### config.mk
export PLATFORM = sky130hd
export DESIGN_NAME = fetch_stage
export DESIGN_NICKNAME = d
export VERILOG_FILES = /design/src/rtl/fetch_stage.sv
export SDC_FILE = /design/constraint.sdc
export NUM_CORES = 1
export LEC_CHECK = 0
export CORE_MARGIN = 4
export CORE_UTILIZATION = 43
export CTS_BUF_LIST = sky130_fd_sc_hd__clkbuf_8
export DETAILED_ROUTE_END_ITERATION = 12
export PLACE_DENSITY = 0.76
export SYNTH_ARGS = -nofsm -noshare
export SYNTH_HDL_FRONTEND = slang
export SYNTH_SLANG_ARGS = --single-unit
export TNS_END_PERCENT = 10
### constraint.sdc
create_clock -name clk -period 2.1 [get_ports clk]
set_input_delay 0.315 -clock clk [delete_from_list [all_inputs] [get_ports clk]]
set_output_delay 0.315 -clock clk [all_outputs]
set_load 0.01 [all_outputs]
### src/rtl/fetch_stage.sv
// rtl/fetch_stage.sv - F-stage PC, instruction fetch and F/D pipeline register
// Delay-slot redirects; variable-latency memory; hazard stalls.
module fetch_stage #(
   parameter logic [31:0] RESET_PC = 32'h0000_3000
) (
   input  logic        clk,
   input  logic        reset,
   input  logic        stall,
   input  logic        redirect_valid,
   input  logic [31:0] redirect_pc,
   output logic        im_req,
   output logic [31:0] im_addr,
   input  logic        im_ready,
   input  logic [31:0] im_rdata,
   output logic [31:0] PC_F,
   output logic [31:0] PC_D,
   output logic [31:0] inStr_D,
   output logic        valid_D
);

   typedef enum logic {FETCH, HOLD} state_t;

   state_t      state;
   logic        pending;
   logic [31:0] pend_pc;
   logic [31:0] buffer;

   logic        have_instr;
   logic [31:0] instr_word;
   logic [31:0] redir_tgt;
   logic [31:0] next_pc;

   always_comb begin
      im_req     = (state == FETCH) && !reset;
      im_addr    = PC_F;
      have_instr = (state == HOLD) || im_ready;
      instr_word = (state == HOLD) ? buffer : im_rdata;
      redir_tgt  = redirect_pc & ~32'h0000_0003;
      // A fresh redirect beats an older pending one (last-wins).
      if (redirect_valid)
         next_pc = redir_tgt;
      else if (pending)
         next_pc = pend_pc;
      else
         next_pc = PC_F + 32'd4;
   end

   always_ff @(posedge clk) begin
      if (reset) begin
         state   <= FETCH;
         PC_F    <= RESET_PC;
         PC_D    <= 32'd0;
         inStr_D <= 32'd0;
         valid_D <= 1'b0;
         pending <= 1'b0;
         pend_pc <= 32'd0;
         buffer  <= 32'd0;
      end else if (!stall) begin
         PC_D <= PC_F;
         if (have_instr) begin
            inStr_D <= instr_word;
            valid_D <= 1'b1;
            PC_F    <= next_pc;
            pending <= 1'b0;
            state   <= FETCH;
         end else begin
            inStr_D <= 32'd0;
            valid_D <= 1'b0;
            if (redirect_valid) begin
               pending <= 1'b1;
               pend_pc <= redir_tgt;
            end
         end
      end else if (state == FETCH && im_ready) begin
         // Response arrived under stall: park it so no re-fetch is needed.
         buffer <= im_rdata;
         state  <= HOLD;
      end
   end

endmodule
Yosys cells after proc, flatten, opt, wreduce, memory -nomap -nowiden
Cells that the tools add are included.
{ "op_classes": {"n_eq_ne": 1, "addsub": 1, "mux": 10, "bitwise": 3, "n_reduce_logical": 11} }
{ "ops": {"columns": ["cell", "n"], "rows": [
  ["$mux W32", 4],
  ["$add A32 B3 Y32 const B", 1],
  ["$reduce_and A2 Y1", 4],
  ["$mux W1", 6],
  ["$reduce_bool A2 Y1", 2],
  ["$not A1 Y1", 3],
  ["$reduce_and A3 Y1", 1],
  ["$logic_and A1 B1 Y1", 2],
  ["$ne A2 B1 Y1 const B", 1],
  ["$logic_not A1 Y1", 1],
  ["$logic_or A1 B1 Y1", 1]
]} }
{ "word_totals": {"regBits": 161, "wordCells": 34, "input_bits": 69, "output_inout_bits": 130} }

Logic depth before layout (Yosys ltp)
{ "logic_depth": {"depth_word": 4, "mapped_depth": 8, "depth_no_buf": 6} }

Worst setup path after synthesis
No wires, ideal clock.
{ "synth_path": {"path_type": "reg2reg", "startpoint": "register PC_F[2]", "endpoint": "register PC_F[30]", "arrival_time_ns": 1.693, "period_less_slack_ns": 1.789, "setup_ns": 0.095, "path_stages_with_launch": 8, "n_path_buf": 1, "path_slack_ns": 0.311, "required_ns": 2.005, "path_cell_list": "dfxtp_1 > ha_1 > and4_2 > and2_2 > buf_6 > nand4_2 > xor2_1 > a221oi_1"} }
{ "synth_between": {"elab_chain_cells": 3} }
{ "synth_rtl": {"columns": ["item", "line_no", "source"], "rows": [
  ["start, declared", "15", "output logic [31:0] PC_F,"],
  ["start signal, assigned", "63", "PC_F <= next_pc;"],
  ["$add A32 B3 Y32", "45", "next_pc = PC_F + 32'd4;"],
  ["$mux W32", "42", "else if (pending)"],
  ["$mux W32", "40", "if (redirect_valid)"]
]} }
Every way passes these cells.
A chain may end at the register's enable or synchronous reset.

Final worst setup path
{ "layout_path": {"startpoint": "register PC_F[24]", "endpoint": "output im_addr[24]"} }
{ "layout_lines": {"columns": ["item", "line_no", "source"], "rows": [
  ["end, declared", "12", "output logic [31:0] im_addr,"]
]} }
No word-level cell between the ends.

==> out/metrics.sh <==
STATUS='complete, no violations'
GRT_OVERFLOW_TOTAL=0
TIMING_MAX_TRANSITION_VIOLATIONS_FINAL=0
YOSYS_WARNINGS=0
SEQUENTIAL_CELL_AREA_UM2=3144
CLK-INSERTION-DELAY-LATE_NS=0.46
DR.FIRST_ITER.DRC_COUNT=621
FLOORPLAN.DIE_AREA_UM2=19760
CRITICAL_PATH.MAX_STAGE_DELAY_NS=0.62
NUMBER_OF_VIAS_PER_CELL_AFTER_DETAILED_ROUTING=5.385
TIMING.CRITICAL_PATH.FANOUT_MAX=9
SYNTH_EDF_COUNT=0
SYNTH_AREA_UM2=7557
HOLD_PATH_CLASS='in2reg'
IR_WORST_VDD_mV=0.3718
FINAL_SETUP_VIOLATION_COUNT=0
R2R_CELLS=5
CORE_REGION_AREA_UM2=17240
TNS_NS=0
SYNTHESIS.INSTANCES=966
P_LEAK_uW=0.003669
REPORT.FINAL.HOLD_VIOL_COUNT=0
CTS-ROOT-BUF='clkbuf_8'
CRITICAL_PATH_REQUIRED_NS=1.78
PWR_DENSITY_CELL_nW_PER_UM2=694.1
GROUTE.USAGE.OVERALL_PCT=21.80
CRITICAL_PATH.TOP_DELAY_FAMILY='buffers and inverters'
FIRST_PASS_GRT_WIRE_LENGTH_UM=35140
NUMCTSBUFFERS=17
SHARE_OF_FINAL_LAYOUT_STANDARD_CELLS_STRONGER_THAN_DRIVE_STRENGTH_1_PCT=9.139
TIGHTEST_SLEW_NS=0.5003
CTS_HOLD_REPAIR_BUFFERS=0
END_OF_THE_WORST_HOLD_PATH='PC_D[31]$_SDFFE_PP0N_'
ANT_NETS=0
ANTENNA_CELLS=0
FLOORPLAN.DIE.HEIGHT_UM=140.6
AREA_DELTA_SYNTH_FINAL_PCT=32.55
POST_SYNTH.CELL_AREA_AVG_UM2=7.823
LAYOUT.CELLS.MOST_COMMON_LIST='191 x nand2_1, 188 x clkdlybuf4s50_1, 162 x a21oi_1'
SYNTH_CELL_TYPE_COUNT=67
R2R-END='PC_F[31]$_SDFFE_PP0P_'
START_UTIL_PCT=43.84
MAX-CLOCK-PATH-BUFFERS=2
CRITICAL_PATH.N_BUFFERS_INVERTERS=1
WORST-R2R-SETUP-SLACK_NS=0.28
HOLD_DEPTH=2
DRC=0
CTS_POST_SETUP_BUFFERS_INSERTED=0
CORE.ROWCOUNT=48
WIRELENGTH_UM=21930
CTS_HTREE_LEVELS=4
SYNTH.FF_LATCH_COUNT=157
FILL_CELL_TOTAL_OF_THE_FINISHED_LAYOUT=1562
BUFFER_PORTS.INSERTED=190
MAXIMUM_NUMBER_OF_PINS_ON_ONE_NET_BEFORE_GLOBAL_ROUTE_REPAIR=80
REG2REG_FROM='PC_F[16]$_SDFFE_PP0P_'
SHARE_OF_SYNTHESIZED_AREA_OCCUPIED_BY_FLIP_FLOPS_AND_LATCHES_PCT=41.59
CRIT_PATH_END_KIND='primary output'
FINALCRITPERIODSHARE_PCT=95.64
SKEW_NS=0.01041
WIRELENGTH_PER_CELL_UM=16.22
GRT_PASS1_VIAS=6700
HPWLAFTERDP_UM=14900
MAXCLOCKFREQUENCY_MHz=497.9
CRITICALPATHCATEGORY='reg2out'
LAYOUT_COMMONEST_CELL='nand2_1'
ARRIVAL_NS=1.69
FINAL_NET_COUNT=1184
NUM_IO_PINS=199
YS_ASYNC_SR_FRACTION_PCT=0
MULTIINPUTGATEAREA_UM2=3747
NUMBER_OF_ANTENNA_VIOLATIONS_AT_THE_FIRST_CHECK_IN_GLOBAL_ROUTING=0
PLACE.GP.CONGESTION=0.8435
DIE-WIDTH_UM=140.6
UNREPAIRED_SETUP_ENDPOINTS_AFTER_GLOBAL_ROUTING='false'
VIAS=7281
CLOCK-SINKS=157
WORST_HOLD_STARTPOINT='reset'
DRT_PASS1_ITERATIONS=5
WHS_NS=0.2542
RELSLEWSLACK_PCT=66.61
STARTPOINT_TYPE='flip-flop'
CP_CELL_SEQUENCE='clkdlybuf4s50_1'
CAP_VIOLATIONS=0
POST_CTS_RESIZE_COUNT=0
CLK_TRANSITION_REPORTED_PATHS_NS=0.08
PERIOD_MINUS_SLACK_NS=2.008
CTS_TREE='done'
DOMINANTREGCELLSYNTH='dfxtp_1'
SLOWEST_STAGE='clkdlybuf4s50_1'
[synthesized netlist by cell type (8+ instances only)]
| cell type | n | area, µm² |
|---|---|---|
| a211oi_1 | 8 | 60.06 |
| a21oi_1 | 162 | 810.8 |
| and3_1 | 12 | 75.07 |
| buf_1 | 13 | 48.80 |
| buf_2 | 17 | 85.08 |
| buf_4 | 41 | 307.8 |
| clkbuf_1 | 40 | 150.1 |
| dfxtp_1 | 157 | 3143 |
| mux2i_1 | 34 | 340.3 |
| nand2_1 | 191 | 716.9 |
| nand3_1 | 20 | 100.1 |
| nand3b_1 | 34 | 255.2 |
| nand4_1 | 8 | 50.05 |
| nor2_1 | 83 | 311.6 |
| nor3_1 | 13 | 65.06 |
| nor4_1 | 9 | 56.30 |
| o211ai_1 | 8 | 60.06 |
| o21ai_0 | 22 | 110.1 |
[where the power goes]
part           switching [µW]  leakage (µW)  total, µW  internal, µW
clock                    1170      0.000234       2620          1450
sequential               95.0       0.00128       3200          3100
combinational             572       0.00215       1130           557
[logic make-up after synthesis]
family,count (synthesis),synth area share (%)
AND/OR/NAND/NOR,399,25.08
AO/OA/AOI/OAI,241,18.13
flip-flops,157,41.59
buffers and inverters,122,9.205
multiplexers,34,4.503
XOR/XNOR,11,1.275
adder cells (fa/ha/maj),1,0.1655
other,1,0.04962
[flip-flops by register name, summed over array words and instances (netlist names)]
| signal | cells |
|---|---|
| PC_F | 30 |
| PC_D | 30 |
| buffer | 32 |
| state | 1 |
| pending | 1 |
| valid_D | 1 |
| pend_pc | 30 |
| inStr_D | 32 |
[worst max path at each step]
stage / endpoint / startpoint / slack, ns / depth (start not counted)
finish: im_addr[24] / PC_F[24]$_SDFFE_PP0P_ / 0.09 / 1
global route: im_addr[24] / PC_F[24]$_SDFFE_PP0P_ / 0.02 / 1
detailed placement: pend_pc[4]$_SDFFE_PP0P_ / im_ready / 0.12 / 7
floorplan: PC_F[30]$_SDFFE_PP0P_ / PC_F[2]$_SDFFE_PP0P_ / 0.31 / 7
CTS: im_addr[24] / PC_F[24]$_SDFFE_PP0P_ / 0.07 / 1
global placement: inStr_D[16]$_SDFFE_PP0N_ / im_ready / 0.17 / 7
[per-stage QoR]
stage	setup WS (ns)	total power, µW	utilization (%)	instance area, µm²	std cells
final	0.09158	6953	58.12	10020	1352
after detailed placement	0.1169	4388	55.41	9550	1320
after CTS	0.06627	7008	58.12	10020	1352
after floorplan	0.3113	3868	-	7576	971
after global routing	0.02027	7262	58.12	10020	1352
after global placement	0.1688	4372	55.41	9550	1320
[per-layer routing]
| layer | share of wire [%] | global-route usage (%) |
|---|---|---|
| met2 | 47 | 35.21 |
| met1 | 43 | 28.73 |
| met4 | 2.0 | 7.751 |
| met3 | 7.5 | 4.986 |
| met5 | 0 | 0 |
[final cells by class]
| cell class | instances | area share [%] |
|---|---|---|
| Inverter | 4 | 0.1499 |
| Multi-Input combinational cell | 692 | 37.41 |
| Timing Repair Buffer | 242 | 23.58 |
| Sequential cell | 157 | 31.39 |
| Tap cell | 225 | 2.810 |
| Clock buffer | 18 | 2.473 |
| Clock inverter | 14 | 2.186 |
Power figures use the tool's default switching activity.
==> RTL edit 1: new RTL, config.mk and constraints unchanged <==
Reset style: asynchronous (`reset`), changed in one clocked block.
--- a/src/rtl/fetch_stage.sv
+++ b/src/rtl/fetch_stage.sv
@@ -45,7 +45,7 @@
          next_pc = PC_F + 32'd4;
    end
 
-   always_ff @(posedge clk) begin
+   always_ff @(posedge clk or posedge reset) begin
       if (reset) begin
          state   <= FETCH;
          PC_F    <= RESET_PC;
Function: differs if reset is asserted again (counterexample within 4 cycles, from zero or initial values and one cycle with reset high); with reset held inactive, the same outputs for 4 cycles.
==> RTL edit 1 against the original RTL <==
Final area is 0.95% higher; worst setup slack gained 0.031 ns; count of clock-buffer cells in the layout is 2 higher; largest cell class is now registers; sequential cell count unchanged; critical path depth is 1 higher; maximum frequency grew 1.6%; global-route usage is 1.3 points lower; synthesized area rose by 0.88%; routed wire length decreased by 9.3%; highest routed layer unchanged.
Power is not compared: it rests on default switching activity, and its combinational part moved more than twofold at a synthesized area within 25%.
==> RTL edit 1: results (changes against the original RTL) <==
The flow ran to the end, and the final reports show no timing, DRC or antenna violations. Most instantiated cells after synthesis: sky130_fd_sc_hd__dfrtp_1 (155), sky130_fd_sc_hd__nand2_1 (108), sky130_fd_sc_hd__mux2_2 (88) (was sky130_fd_sc_hd__nand2_1 (191), sky130_fd_sc_hd__a21oi_1 (162), sky130_fd_sc_hd__dfxtp_1 (157)). The fraction of final layout cells with drive strength greater than 1 was 18.0% (was 9.14%). The standard cell area after detailed placement was 9690 µm² (was 9550 µm²). The number of cells after detailed placement was 1118 (was 1320). The beginning of the critical path was PC_F[14] (was PC_F[24]). The largest fanout on the critical path is 8 (was 9). The tools report the met3 wire length as 996 µm (was 1640 µm). The HPWL reported at the end of detailed placement was 13900 µm (was 14900 µm); the DRC marker count from the first detailed-route iteration was 398 (was 621). The worst-case clock skew is 0.00713 ns (was 0.0104 ns).

The sum of routed wire segments on met1 was 8520 µm (was 9450 µm); the post-placement setup slack was 0.0851 ns (was 0.117 ns). The global routing met3 resource utilization is 3.73% (was 4.99%), and the final wirelength is 19900 µm (was 21900 µm). For the total number of vias, the log shows 6085 (was 7281). The tools report the worst path arrival time as 1.66 ns (was 1.69 ns). The fraction of met2 tracks used by global routing is 34.3% (was 35.2%), and the path depth of the worst reg2reg path is 4 (was 5). The count of unique library cells instantiated by Yosys is 50 (was 67). The run gives 20.5% (was 21.8%) as the global router's overall resource usage.

The post-synthesis async set-or-reset flop share works out to 100% (was 0%). The transition time of the tightest slew-check pin is 0.519 ns (was 0.500 ns), and the delay of the slowest cell on the worst path is 0.54 ns (was 0.62 ns). The number of filler instances in the final layout was 1499 (was 1562). The worst hold path stage count came out at 4 (was 2). Launch point of the worst reg-to-reg path: PC_F[12] (was PC_F[16]). The initial antenna violation count was 1 (was 0); the gate count after technology mapping was 749 (was 966). The area added between synthesis and finish was 32.6% (was 32.5%); the final weighted congestion of routability-driven global placement was 0.858 (was 0.844). The hold path startpoint is stall (was reset). Number of optimization iterations in the first detailed-route pass: 6 (was 5). The via count of the first global-routing pass is 6264 (was 6700), and the average wire length per cell after detail routing is 17.3 µm (was 16.2 µm). The sequential area share after synthesis was 51.6% (was 41.6%).
[RTL edit 1: cell types whose count changed after synthesis, moves of 11 or more]
| cell | delta |
|---|---|
| sky130_fd_sc_hd__a21oi_1 | -100 |
| sky130_fd_sc_hd__dfxtp_1 | -157 |
| sky130_fd_sc_hd__mux2_2 | +88 |
| sky130_fd_sc_hd__dfrtp_1 | +155 |
| sky130_fd_sc_hd__nor2_1 | -31 |
| sky130_fd_sc_hd__nand2_1 | -83 |
| sky130_fd_sc_hd__nor3_1 | -11 |
| sky130_fd_sc_hd__mux2i_1 | -25 |
| sky130_fd_sc_hd__nand3b_1 | -34 |
| sky130_fd_sc_hd__o21ai_0 | +39 |
[RTL edit 1: path summary, 6_finish.rpt]
check / endpoint / slack (ns)
worst max-delay path: im_addr[14] / 0.12
worst min-delay path: valid_D / 0.32
worst max register to register: PC_F[20] / 0.16
worst min register to register: inStr_D[4] / 0.48
max in group asynchronous: state / 1.24
min in group asynchronous: buffer[4] / 0.38
[RTL edit 1: final cells by class]
class / count / area share [%]
Clock inverter: 9 / 1.42
Inverter: 9 / 0.371
Sequential cell: 157 / 38.9
Tap cell: 225 / 2.78
Timing Repair Buffer: 227 / 22.1
Antenna cell: 1 / 0.0247
Multi-Input combinational cell: 500 / 31.6
Clock buffer: 20 / 2.72
[RTL edit 1: power by group]
part	leakage (nW)	switching, mW	internal, mW
clock network	0.221	1.06	1.36
registers	1.91	0.437	3.61
logic	2.15	1.12	1.49
[RTL edit 1: cells by family (layout without fill, tap and decap cells)]
logic type      count (synthesis)  count (layout)  synth area share [%]
flops                         157             157                  51.6
compound gates                165             165                  12.5
buf+inv                        97             265                  6.76
mux                            97              97                  14.2
fa+ha+maj                       1               1                 0.164
other cells                     1               7                0.0492
simple gates                  218             218                  13.3
xor+xnor                       13              13                  1.49
==> RTL edit 2: new RTL, config.mk and constraints unchanged <==
Made on the original files. Change the parameter `RESET_PC` from 32'h0000_3000 to 32'h00001800.
--- a/src/rtl/fetch_stage.sv
+++ b/src/rtl/fetch_stage.sv
@@ -1,7 +1,7 @@
 // rtl/fetch_stage.sv - F-stage PC, instruction fetch and F/D pipeline register
 // Delay-slot redirects; variable-latency memory; hazard stalls.
 module fetch_stage #(
-   parameter logic [31:0] RESET_PC = 32'h0000_3000
+   parameter logic [31:0] RESET_PC = 32'h00001800
 ) (
    input  logic        clk,
    input  logic        reset,
Function: changed (Yosys sat finds a counterexample within 4 cycles, from zero or initial values and one cycle with reset high).
==> RTL edit 2 against the original RTL <==
Routed wire length is 1.4% lower; non-clock buffer count shrank 8; sequential cell count unchanged; synthesized area fell by 0.94%; largest cell class unchanged; critical endpoint is now PC_F[12]; die area shrank 0.89%; register-to-register slack worse by 0.06 ns; count of clock-buffer cells in the layout fell by 1; worst setup slack better by 0.016 ns; final area down 0.90%; total power decreased by 0.67%; utilization up 0.91 points; highest routed layer is now met5.
==> RTL edit 2: results (changes against the original RTL) <==
The flow ran to the end, and the final reports show no timing, DRC or antenna violations. The logs give 0.427 mV (was 0.372 mV) for the largest voltage drop on the vdd net and 59.0% (was 58.1%) for the end-of-flow core utilization. The tools report the final total power as 6.91 mW (was 6.95 mW). For the number of placement rows, the log shows 47 (was 48). The endpoint of the worst-slack reg-to-reg timing path was PC_F[29] (was PC_F[31]).

The via count of the first global-routing pass was 6576 (was 6700); the fraction of final layout cells with drive strength greater than 1 was 8.41% (was 9.14%). The run gives 34.5% (was 35.2%) as the fraction of met2 tracks used by global routing. The fraction of area in clock buffers and inverters was 4.59% (was 4.66%); the DRC marker count from the first detailed-route iteration was 562 (was 621). The compound-gate portion of the synthesized area came out at 18.6% (was 18.1%). The largest fanout on the critical path was 5 (was 9); the internal power was 5.07 mW (was 5.11 mW). Top cells by area, synth: sky130_fd_sc_hd__dfxtp_1 (42%), sky130_fd_sc_hd__a21oi_1 (11%), sky130_fd_sc_hd__nand2_1 (10%) (was sky130_fd_sc_hd__dfxtp_1 (42%), sky130_fd_sc_hd__a21oi_1 (11%), sky130_fd_sc_hd__nand2_1 (9.5%)).

For the final layout net count, the log shows 1186 (was 1184). The run gives 17 (was 18) as the number of clock buffer instances in the layout. The logs give 4.06% (was 4.99%) for the global routing met3 resource utilization and 67 (was 80) for the largest net degree at the start of global routing. The post-placement setup slack is 0.225 ns (was 0.117 ns), and the initial antenna violation count is 1 (was 0). Most instantiated cells after synthesis: sky130_fd_sc_hd__nand2_1 (200), sky130_fd_sc_hd__a21oi_1 (168), sky130_fd_sc_hd__dfxtp_1 (157) (was sky130_fd_sc_hd__nand2_1 (191), sky130_fd_sc_hd__a21oi_1 (162), sky130_fd_sc_hd__dfxtp_1 (157)). The delay of the slowest cell on the worst path is 0.54 ns (was 0.62 ns).

The met3 wire length is 1390 µm (was 1640 µm), and the sum of routed wire segments on met1 is 9710 µm (was 9450 µm). The logs give 3.59 nW (was 3.67 nW) for the leakage power and 1547 (was 1562) for the number of filler instances in the final layout. The number of cells after detailed placement was 1317 (was 1320); the final weighted congestion of routability-driven global placement was 0.826 (was 0.844).

Number of non-clock buffers: 234 (was 242). The tools report the end point of the most critical hold path as pend_pc[25] (was PC_D[31]). The launch point of the worst reg-to-reg path was PC_F[11] (was PC_F[16]).

The average wire length per cell after detail routing was 16.0 µm (was 16.2 µm); the total number of vias was 7188 (was 7281). The arithmetic-cell share of the synthesized area counting full adders, half adders and majority gates came out at 0.167% (was 0.166%). The buffer share of cell area works out to 23.1% (was 23.6%).

HPWL reported at the end of detailed placement: 15100 µm (was 14900 µm). The run gives 21600 µm (was 21900 µm) as the final wirelength. The parity-gate share of the synthesized area counting xor and xnor cells works out to 0.819% (was 1.27%). The top metal layer carrying routed signals was met5 (was met4).
RTL edit 2: cell types whose count changed in the layout (fill, tap and decap cells not counted), moves of 5 or more:
cell / unedited run / this run
sky130_fd_sc_hd__nand3_1: 20 / 8
sky130_fd_sc_hd__inv_1: 5 / 15
sky130_fd_sc_hd__nand2_1: 191 / 200
sky130_fd_sc_hd__and3_1: 12 / 4
sky130_fd_sc_hd__buf_4: 48 / 40
sky130_fd_sc_hd__a21oi_1: 162 / 168
sky130_fd_sc_hd__o21ai_1: 0 / 5
RTL edit 2: worst max path at each step:
| stage | startpoint | endpoint | slack (ns) | cells after the start |
|---|---|---|---|---|
| after floorplan | PC_F[2] | PC_F[26] | 0.31 | 6 |
| after global routing | PC_F[12] | PC_F[12] | 0.05 | 2 |
| after CTS | PC_F[30] | PC_F[30] | 0.08 | 1 |
| final | PC_F[12] | PC_F[12] | 0.11 | 2 |
| after global placement | im_ready | inStr_D[14] | 0.27 | 7 |
| after detailed placement | PC_F[9] | PC_F[21] | 0.22 | 5 |
